File: config.mk
export PLATFORM = sky130hd
export DESIGN_NAME = cla_pipe_adder
export DESIGN_NICKNAME = d
export VERILOG_FILES = /design/src/rtl/cla_pipe_adder.sv
export SDC_FILE = /design/constraint.sdc
export NUM_CORES = 1
export LEC_CHECK = 0
export CAP_MARGIN = 10
export CORE_ASPECT_RATIO = 0.7
export CORE_MARGIN = 2
export CORE_UTILIZATION = 56
export DETAILED_ROUTE_END_ITERATION = 10
export GPL_TIMING_DRIVEN = 0
export HOLD_SLACK_MARGIN = 0.15
export PLACE_DENSITY = 0.8
export SYNTH_ARGS = -nofsm -noshare
export SYNTH_HDL_FRONTEND = slang
export SYNTH_SLANG_ARGS = --single-unit
File: constraint.sdc
create_clock -name clk -period 6 [get_ports clk]
set_input_delay 1.2 -clock clk [delete_from_list [all_inputs] [get_ports clk]]
set_output_delay 1.2 -clock clk [all_outputs]
set_load 0.03 [all_outputs]
File: src/rtl/cla_pipe_adder.sv
// Pipelined carry-lookahead adder/subtractor: one SEG_W-bit segment per stage,
// with the segment carry registered into the next stage and a full-pipeline stall.
module cla_pipe_adder #(
    parameter int WIDTH = 32,
    parameter int SEG_W = 8
) (
    input  logic             clk,
    input  logic             rst,
    input  logic             in_valid,
    output logic             in_ready,
    input  logic [WIDTH-1:0] A,
    input  logic [WIDTH-1:0] B,
    input  logic             cin,
    input  logic             sub,
    output logic             out_valid,
    input  logic             out_ready,
    output logic [WIDTH-1:0] sum,
    output logic             cout,
    output logic             ovf,
    output logic             zero
);
    localparam int NSEG = WIDTH / SEG_W;
    localparam int NGRP = SEG_W / 4;

    // One segment: 4-bit lookahead groups, group carries rippled across the segment.
    // Returns {carry_out, sum}.
    function automatic logic [SEG_W:0] seg_cla(
        input logic [SEG_W-1:0] a,
        input logic [SEG_W-1:0] b,
        input logic             ci
    );
        logic [SEG_W-1:0] g;
        logic [SEG_W-1:0] p;
        logic [SEG_W:0]   c;
        logic             gg;
        logic             pp;
        g    = a & b;
        p    = a ^ b;
        c    = '0;
        c[0] = ci;
        for (int k = 0; k < NGRP; k++) begin
            c[4*k+1] = g[4*k] | (p[4*k] & c[4*k]);
            c[4*k+2] = g[4*k+1] | (p[4*k+1] & g[4*k])
                     | (p[4*k+1] & p[4*k] & c[4*k]);
            c[4*k+3] = g[4*k+2] | (p[4*k+2] & g[4*k+1])
                     | (p[4*k+2] & p[4*k+1] & g[4*k])
                     | (p[4*k+2] & p[4*k+1] & p[4*k] & c[4*k]);
            gg = g[4*k+3] | (p[4*k+3] & g[4*k+2])
               | (p[4*k+3] & p[4*k+2] & g[4*k+1])
               | (p[4*k+3] & p[4*k+2] & p[4*k+1] & g[4*k]);
            pp = &p[4*k +: 4];
            c[4*k+4] = gg | (pp & c[4*k]);
        end
        return {c[SEG_W], p ^ c[SEG_W-1:0]};
    endfunction

    // Per-stage registers. a_q/b_q carry the operands (B already inverted for
    // subtract) forward; only the slices above the completed ones are consumed.
    logic             v_q [NSEG];
    logic             c_q [NSEG];
    logic [WIDTH-1:0] a_q [NSEG];
    logic [WIDTH-1:0] b_q [NSEG];
    logic [WIDTH-1:0] s_q [NSEG];
    logic             ovf_q;
    logic             zero_q;
    logic             advance;

    // Handshake: a transfer happens on a rising edge where valid & ready are both
    // high on that side. The whole pipeline advances together when the output slot
    // is empty or being consumed; otherwise every stage holds. in_ready depends
    // only on out_ready/out_valid, never on in_valid.
    assign advance  = out_ready | ~out_valid;
    assign in_ready = advance;

    for (genvar i = 0; i < NSEG; i++) begin : g_stage
        logic             v_in;
        logic             c_in;
        logic [WIDTH-1:0] a_in;
        logic [WIDTH-1:0] b_in;
        logic [WIDTH-1:0] s_in;
        logic [WIDTH-1:0] s_nx;
        logic [SEG_W:0]   seg_res;

        if (i == 0) begin : g_head
            assign v_in = in_valid;
            assign a_in = A;
            assign b_in = sub ? ~B : B;
            assign c_in = sub | cin;
            assign s_in = '0;
        end else begin : g_body
            assign v_in = v_q[i-1];
            assign a_in = a_q[i-1];
            assign b_in = b_q[i-1];
            assign c_in = c_q[i-1];
            assign s_in = s_q[i-1];
        end

        assign seg_res = seg_cla(a_in[i*SEG_W +: SEG_W], b_in[i*SEG_W +: SEG_W], c_in);

        always_comb begin
            s_nx                   = s_in;
            s_nx[i*SEG_W +: SEG_W] = seg_res[SEG_W-1:0];
        end

        always_ff @(posedge clk) begin
            if (rst) begin
                v_q[i] <= 1'b0;
                c_q[i] <= 1'b0;
                a_q[i] <= '0;
                b_q[i] <= '0;
                s_q[i] <= '0;
            end else if (advance) begin
                v_q[i] <= v_in;
                c_q[i] <= seg_res[SEG_W];
                a_q[i] <= a_in;
                b_q[i] <= b_in;
                s_q[i] <= s_nx;
            end
        end

        if (i == NSEG - 1) begin : g_tail
            // Carry into the MSB is recovered as a ^ b ^ sum at that bit.
            always_ff @(posedge clk) begin
                if (rst) begin
                    ovf_q  <= 1'b0;
                    zero_q <= 1'b0;
                end else if (advance) begin
                    ovf_q  <= seg_res[SEG_W] ^ a_in[WIDTH-1] ^ b_in[WIDTH-1] ^ s_nx[WIDTH-1];
                    zero_q <= ~|s_nx;
                end
            end
        end
    end

    assign out_valid = v_q[NSEG-1];
    assign sum       = s_q[NSEG-1];
    assign cout      = c_q[NSEG-1];
    assign ovf       = ovf_q;
    assign zero      = zero_q;

endmodule

==> impl_metrics.yaml, run 1 <==
layout:
  layout_commonest_cell: "edfxtp_1"
  fill_cells: 957
  layout_common_cells: "184 x edfxtp_1, 130 x and2_1, 105 x clkdlybuf4s50_1, 51 x nor2_1, 32 x ha_1"
  area_growth_pct: 22.5
  fin_util_pct: 70.4
  drive_above_1_share_pct: 5.63
  num_antenna_cells: 0
  layout.nets: 845
clock_tree:
  hold_buffers: 0
  clk_latency_ns: 0.43
  cts_sinks: 186
  cts_tree: "yes"
  cts_setup_buffers: 0
  cts_resized: 0
  htree_levels: 4
  cts_root_buffer: "clkbuf_16"
  cts-buffers-inserted: 17
  clock_path_buffers: 2
  clkTransAtPathRegs_ns: 0.06
worst_setup_path:
  cp_data_arrival_time_ns: 2.54
  cp_max_fo: 5
  rr_endpoint: "zero"
  crit_path_start_kind: "primary input"
  r2r_slack_ns: 2.70
  ff2ff_path_depth: 10
  r2r-start: "a_q[1][25]"
  required_ns: 4.80
  setup.worst_path.class: "primary input to primary output"
  end_kind: "primary output"
synthesis:
  synth_ff_type: "edfxtp_1"
  synthCells: 610
  avgSynthCellArea_sq_um: 13.9
  syn_nets: 720
  ys_ff_latch: 186
  ys_seq_area_share_pct: 65.6
  yosys_warnings: 0
  ys_async_sr_fraction_pct: 0
  synth_area_sq_um: 8490
  synth_edf_count: 184
  synth.distinct_cells: 48
global_routing:
  grt_max_degree: 136
  grt_pass1_vias: 5035
  grt_pass1_wl_mm: 25.5
  antenna_found_initial: 0
  grt_overflow: 0
  grt_usage_pct: 21.4
floorplanning:
  ios: 107
  initial_core_util_pct: 57.5
  dieWidth_um: 151
  core_area_sq_um: 14800
  dieHeight_um: 107
  rows: 37
  die_area_sq_um: 16200
route:
  post_drt_wl_per_cell_um: 17.1
  drcViolationCount: 0
  postRouteAntennaNets: 0
  first_pass_iters: 5
  drt_wl_total_mm: 16.1
  drt_iter0_drc: 520
  vias: 5031
  drt-vias-per-instance: 5.35
sta:
  max-slew-margin-rel_pct: 40.9
  fin_skew_ns: 0.00762
  tightestPinTransition_ns: 0.886
  rsz0062_at_grt: "false"
  maxSlewViolCount: 0
  fmax_ghz: 0.267
  fin_setup_tns_ns: 0
  fin_ws_ns: 2.26
  hold_viol: 0
  fin_crit_sh_pct: 62.3
  setup_violations: 0
  period_minus_slack_ns: 3.74
placement:
  post-dp-hpwl_mm: 11.0
  portBuffers: 105
  dp_slack_ns: 2.26
  gp_congestion: 0.815
min_path:
  holdPathEnd: "zero"
  hold-path-cell-count: 1
  worstHoldPathType: "flop to flop"
  holdCritStartpoint: "zero"
pwr:
  power_density_nw_per_um2: 291
  worst_ir_drop_vdd_mv: 0.216
  power_leakage_nw: 4.24
outcome:
  status: "finished, final reports clean"
flow_run:
  cap_viol_max_count: 0
## critical path: stages
cell and delay (ns):
clkdlybuf4s50_1 0.45, nand2b_1 0.19, clkdlybuf4s50_1 0.70
## layout make-up
cell class / count / area, sq um / share of cell area, %
well taps: 195 / 244 / 2.35
flip-flops and latches: 186 / 5570 / 53.5
multi-input cells: 384 / 2760 / 26.5
plain buffers: 26 / 111 / 1.07
clock buffers: 20 / 437 / 4.20
inverters: 14 / 60.1 / 0.577
repair buffers: 106 / 1080 / 10.4
clock inverters: 10 / 146 / 1.41
## power breakdown
part,internal (mW),switching (mW)
Clock,0.653,0.461
Combinational,0.167,0.185
Sequential,1.53,0.0311
## synthesized netlist by cell type, drive strengths merged (2+ instances only)
library cell,n,area share (%)
fa,8,1.9
nand3,3,0.18
a21o,6,0.53
nor2,51,2.3
and3,2,0.15
nor4,7,0.52
and4,2,0.21
ha,32,4.7
and2,130,9.6
a32o,2,0.24
xor2,14,1.4
or2,2,0.15
a22oi,2,0.40
nand2b,6,0.44
o21a,9,0.80
xnor2,31,3.2
or3,2,0.15
a211oi,7,0.68
dfxtp,2,0.47
nand2,9,0.40
nor3b,3,0.27
a21oi,13,0.77
buf,6,0.43
o211ai,3,0.27
o21ai,10,0.63
nand4b,2,0.21
clkbuf,20,0.88
nor3,9,0.53
mux2i,5,0.59
edfxtp,184,65
nor2b,3,0.22
inv,14,0.62
## how the worst max path moves through the flow
stage | startpoint | end | cells past startpoint
CTS | out_ready | in_ready | 3
global placement | out_ready | b_q[0][11] | 4
finish | out_ready | in_ready | 3
detailed placement | out_ready | in_ready | 3
global route | out_ready | in_ready | 3
floorplan | out_ready | a_q[0][10] | 3
## per-layer routing
| layer | vias to the layer above | track usage [%] | routed length, um |
|---|---|---|---|
| li1 | 2418 | - | - |
| met1 | 2417 | 28.0 | 6790 |
| met2 | 166 | 36.0 | 8100 |
| met3 | 30 | 4.17 | 834 |
| met4 | 0 | 7.94 | 349 |
| met5 | - | 0 | 0 |
## cells by family (layout without fill, tap and decap cells)
group                      count (synthesis)  in the layout  share of synthesized area [%]
and+or+nand+nor                          236            236                           15.7
AOI/OAI and AO/OA                         58             58                           4.94
DFF                                      186            186                           65.6
xor gates and xnor gates                  45             45                           4.64
muxes                                      5              5                          0.590
buffers and inverters                     40            176                           1.93
adders and majority gates                 40             40                           6.60
## sequential cells by signal, summed over array words and instances, names as in the netlist
name,cells
b_q,48
ovf,1
v_q,4
s_q,80
a_q,48
c_q,4
zero,1
## per-stage QoR
step	total power, mW	cell area [sq um]	cells	hold slack, ns
after floorplan	1.79	8490	610	0.497
after global placement	1.92	9780	910	0.459
after detailed placement	1.94	9820	911	0.490
after CTS	3.04	10400	941	0.504
after global routing	3.14	10400	941	0.527
final	3.03	10400	941	0.502
No activity file was read; power rests on OpenSTA's default activity.
==> inputs of run 2 (changes only) <==
==> constraint.sdc (replaced) <==
create_clock -name clk -period 3.9 [get_ports clk]
set_input_delay 0.78 -clock clk [delete_from_list [all_inputs] [get_ports clk]]
set_output_delay 0.78 -clock clk [all_outputs]
set_load 0.03 [all_outputs]
==> run 2 against run 1 <==
Effect of this change: register-to-register slack worse by 1.9 ns; total power up 51%; non-clock buffer count up 3; largest power group unchanged; worst setup slack worse by 1.5 ns; sequential share of layout area down 0.18 points; first-iteration DRC count down 31%; via count up 2.0%; final cell count up 0.53%; cell area up 0.34%; worst hold slack better by 0.0031 ns.
==> impl_metrics.yaml, run 2 (synthesized netlist as in run 1, its figures left out) <==
outcome:
  status: "finished, final reports clean"
worst_setup_path:
  cp_data_arrival_time_ns: 3.48
  critPathBufInv: 0
  required_ns: 4.27
  crit_path_start_kind: "flop"
  cp_max_fo: 6
  path_delay_family: "simple AND/OR/NAND/NOR gates"
  crit_slowest_cell: "fa_1"
  setup.worst_path.class: "flop to flop"
  crit_chain: "ha_1, and3_1, a22oi_2, nand2b_1, fa_1, nor4_1, and4_1, nand4_1, a31oi_1, a32o_1"
  cpPeakStageDelay_ns: 0.45
  end_kind: "flop"
clock_tree:
  clock_path_buffers: 2
  cts_setup_buffers: 0
  cts-buffers-inserted: 17
  cts_resized: 0
  cts_sinks: 186
  hold_buffers: 0
  htree_levels: 4
  cts_root_buffer: "clkbuf_16"
  clkTransAtPathRegs_ns: 0.07
  clk_latency_ns: 0.43
  cts_tree: "yes"
sta:
  maxSlewViolCount: 0
  tightestPinTransition_ns: 0.877
  max-slew-margin-rel_pct: 41.5
  fmax_ghz: 0.321
  setup_violations: 0
  rsz0062_at_grt: "false"
  fin_crit_sh_pct: 79.8
  hold_viol: 0
  fin_ws_ns: 0.788
  period_minus_slack_ns: 3.11
  fin_skew_ns: 0.00820
route:
  drt_iter0_drc: 357
  drcViolationCount: 0
  drt-vias-per-instance: 5.43
  drt_wl_total_mm: 16.6
  post_drt_wl_per_cell_um: 17.6
  first_pass_iters: 5
  postRouteAntennaNets: 0
  vias: 5134
min_path:
  worstHoldPathType: "flop to flop"
layout:
  layout_common_cells: "184 x edfxtp_1, 130 x and2_1, 105 x clkdlybuf4s50_1, 50 x nor2_1, 32 x ha_1"
  layout.nets: 848
  drive_above_1_share_pct: 6.92
  largest_reg_flops: 80
  top_regs: "s_q x80, a_q x48, b_q x48"
  top_register: "s_q"
  num_antenna_cells: 0
  area_growth_pct: 23.0
  layout_commonest_cell: "edfxtp_1"
floorplanning:
  initial_core_util_pct: 57.5
  ios: 107
  dieHeight_um: 107
  core_area_sq_um: 14800
  rows: 37
  die_area_sq_um: 16200
  dieWidth_um: 151
pwr:
  internal_power_mw: 3.45
  switchingPower_mw: 1.11
  clockPowerShare_pct: 35.4
  power_density_nw_per_um2: 438
  finalPower_mw: 4.57
  power_frac_seq_pct: 52.7
  worst_ir_drop_vdd_mv: 0.345
  p_comb_share_pct: 12.0
  sw_frac_of_total_pct: 24.3
  power_leakage_nw: 4.27
placement:
  post-dp-hpwl_mm: 11.9
  dp_slack_ns: 0.528
  portBuffers: 105
  gp_congestion: 0.824
global_routing:
  grt_pass1_wl_mm: 26.1
  antenna_found_initial: 0
  grt_pass1_vias: 5202
  grt_overflow: 0
  grt_max_degree: 50
  grt_usage_pct: 22.0
flow_run:
  cap_viol_max_count: 0
==> run 2: cell count changes in the layout (fill, tap and decap cells not counted), sizes merged <==
cell and delta:
inv +8, buf +3, bufinv -3, clkbuf -3, clkinv +1, clkinvlp -1
==> run 2: path summary, 6_finish.rpt <==
check / from / to / cells past startpoint / slack, ns
worst min-delay path: zero / zero / 1 / 0.51
worst min register to register: zero / zero / 1 / 0.51
worst max-delay path: a_q[1][25] / zero / 10 / 0.79
worst max register to register: a_q[1][25] / zero / 10 / 0.79
==> run 2: layer usage <==
metal  routed length, um  part of all wire, %  up-vias  track usage (%)
met1                6720                   40     2492             27.1
met4                 364                  2.2        0             7.14
li1                    -                    -     2431                -
met3                1000                  6.0       29             4.55
met5                   0                    0        -                0
met2                8550                   51      182             39.1
==> run 2: per-stage QoR <==
| stage | cell area, sq um | cells | utilization (%) | setup TNS, ns | hold WS (ns) |
|---|---|---|---|---|---|
| finish | 10400 | 946 | 70.7 | 0 | 0.505 |
| global route | 10400 | 946 | 70.7 | 0 | 0.536 |
| CTS | 10400 | 946 | 70.7 | 0 | 0.511 |
| detailed placement | 9880 | 914 | 66.9 | 0 | 0.495 |
| global placement | 9800 | 910 | 66.4 | -294.65 | 0.461 |
| floorplan | 8510 | 610 | - | -68.19 | 0.497 |
==> run 2: final cells by class <==
type,count,area (sq um)
plain buffers,26,111
clock buffers,17,425
clock inverters,15,129
fillers,950,4330
inverters,14,56.3
multi-input cells,384,2770
flip-flops and latches,186,5570
well taps,195,244
repair buffers,109,1130
==> run 2: power by group through the flow <==
| stage | registers (mW) | logic (mW) | clock network (mW) |
|---|---|---|---|
| finish | 2.40 | 0.546 | 1.62 |
| global placement | 2.44 | 0.512 | 0 |
| global route | 2.42 | 0.596 | 1.72 |
| CTS | 2.41 | 0.547 | 1.63 |
| detailed placement | 2.45 | 0.538 | 0 |
| floorplan | 2.48 | 0.283 | 0 |
==> variant, RTL diff (flow settings as in run 2) <==
Change the parameter `WIDTH` from 32 to 64.
--- a/src/rtl/cla_pipe_adder.sv
+++ b/src/rtl/cla_pipe_adder.sv
@@ -2,5 +2,5 @@
 // with the segment carry registered into the next stage and a full-pipeline stall.
 module cla_pipe_adder #(
-    parameter int WIDTH = 32,
+    parameter int WIDTH = 64,
     parameter int SEG_W = 8
 ) (
Ports: changed (resized A, B and sum); port bits go from 107 to 203. No check against the original RTL was run, so the function may have changed too.
==> variant against run 2 <==
- total power increased to 3.7 times the old value
- critical path depth increased by 1
- via count grew to 3.2 times the old value
- final area grew to 3.5 times the old value
- worst setup slack lost 0.52 ns
- register-to-register slack lost 0.02 ns
- maximum frequency decreased by 14%
- routed wire length rose to 3.5 times the old value
- clock power increased to 4.3 times the old value
- largest power group unchanged
- non-clock buffer count rose by 179
- synthesized area rose to 3.7 times the old value
- sequential cell count up 568
==> variant: results (changes against run 2) <==
* Result of the run: complete, no violations
* Worst reg2reg path depth at 8 (-2)
* Worst R2R Start: a_q[6][56]
* Total routing usage reported by global routing at 20.7% (-1.3 points)
* CTS-repair resized insts at 0 (unchanged)
* Flip-flop count of the largest register, all copies and words added at 288 (+260%)
* DRT Wirelength at 58000 um (+250%)
* Flop2flop setup slack at 0.77 ns (-0.02 ns)
* Cell depth of the worst min-delay path at 2 (+1)
* Weighted congestion at the end of routability-driven global placement at 0.842 (+2.1%)
* Count of flip-flops with a built-in enable after synthesis at 752 (+310%)
* Pin count of the biggest net entering global routing at 52 (+4.0%)
* Crit path max fanout at 11 (+5)
* Post-synth net total at 2263 (+210%)
* Slowest-stage cell, CP: clkdlybuf4s50_1
* Worst-Margin Slew at 0.896 ns (+0.0195 ns)
* Wire per inst at 18.5 um (+5.1%)
* Share of final-layout standard cells stronger than drive strength 1 at 8.43% (+1.5 points)
* Vias per cell at 5.21 (-4.0%)
* Worst setup slack before clock tree synthesis at -0.408 ns (-0.936 ns)
* Cell count after placement at 3007 (+230%)
* Largest cells by area after synthesis: edfxtp_1 73%, and2_1 13%, ha_1 2.6%
* First-pass GRT wire length at 90500 um (+250%)
* Clock insertion delay at the later pin of the skew report at 0.62 ns (+0.19 ns)
* Number of antenna violations at the first check in global routing at 2 (+2)
* Total CTS buffers at 71 (+54)
* Instance count of the mapped netlist at 2049 (+240%)
* Final net count at 2554 (+200%)
* Leakage at 15.4 nW (+260%)
* Final setup skew at 0.0333 ns (+0.0251 ns)
* Vias in the first global route at 16509 (+220%)
* PortBufs at 201 (+91%)
* Iter 0 DRT Violations at 1278 (+260%)
* Max Root-Sink Buffers at 3 (+1)
* Share of synthesized area occupied by flip-flops and latches at 72.6% (+7.1 points)
* Most numerous cell types in the synthesized netlist: 752 x edfxtp_1, 632 x and2_1, 120 x nor2_1
* Number of distinct library cells after synthesis at 56 (+17%)
* Estimated wirelength of the detail-placed design at 40500 um (+240%)
* Worst voltage drop across the vdd grid at 0.000294 V (-15%)
* Critical Path Max Stage Delay at 0.54 ns (+0.09 ns)
variant: cell count changes in the layout (fill, tap and decap cells not counted), moves of 57 or more:
cell / delta
nor2_1: +69
edfxtp_1: +568
and2_1: +502
clkbuf_16: +57
buf_2: +62
clkdlybuf4s50_1: +96
variant: worst max path at each step:
stage,from,endpoint,slack [ns]
floorplan,out_ready,a_q[0][10],-8.99
global placement,out_ready,b_q[0][37],-12.82
detailed placement,sub,s_q[0][5],-0.41
CTS,sub,s_q[0][5],0.27
global route,sub,s_q[0][5],0.17
finish,sub,s_q[0][5],0.26
variant: critical path, delay by kind of cell:
family          cells  cell delay (ns)
fa+ha+maj           2             0.75
xor+xnor            2             0.39
buf+inv             3             1.48
simple gates        2             0.16
compound gates      2             0.40
variant: stage by stage:
stage	hold WS, ns	area (um^2)	TNS, ns	utilization (%)
after floorplan	0.497	31200	-6759.40	-
after global placement	0.440	34100	-9605.48	61.9
after detailed placement	0.451	34400	-1.37	62.5
after CTS	0.465	36800	0	66.7
after global routing	0.499	36800	0	66.7
final	0.472	36800	0	66.7
variant: power by group:
group | internal, mW | switching (mW) | leakage, nW
clock network | 4.00 | 2.90 | 1.13
logic | 0.389 | 0.438 | 5.12
registers | 9.13 | 0.0775 | 9.12
variant: kinds of logic (layout without fill, tap and decap cells):
kind of cell | Yosys count | in the layout | share of synthesized area [%]
compound gates | 97 | 97 | 2.12
xor+xnor | 97 | 97 | 2.73
fa+ha+maj | 80 | 80 | 3.60
buf+inv | 131 | 477 | 1.93
flops | 754 | 754 | 72.6
mux | 9 | 9 | 0.289
other cells | 0 | 2 | 0
simple gates | 881 | 881 | 16.7
variant: layout make-up:
| class | count | area (um^2) |
|---|---|---|
| timing repair buffer | 218 | 2350 |
| sequential | 754 | 22600 |
| clock buffer | 84 | 1890 |
| antenna | 2 | 5.00 |
| multi-input combinational | 1164 | 7940 |
| inverter | 35 | 143 |
| buffer | 96 | 467 |
| fill | 3637 | 18400 |
| tap | 740 | 926 |
| clock inverter | 44 | 435 |
variant: layer usage:
layer | track usage (%) | share of wire (%)
met1 | 28.4 | 43
met2 | 33.5 | 48
met3 | 4.12 | 6.1
met4 | 6.79 | 2.9
met5 | 0 | 0
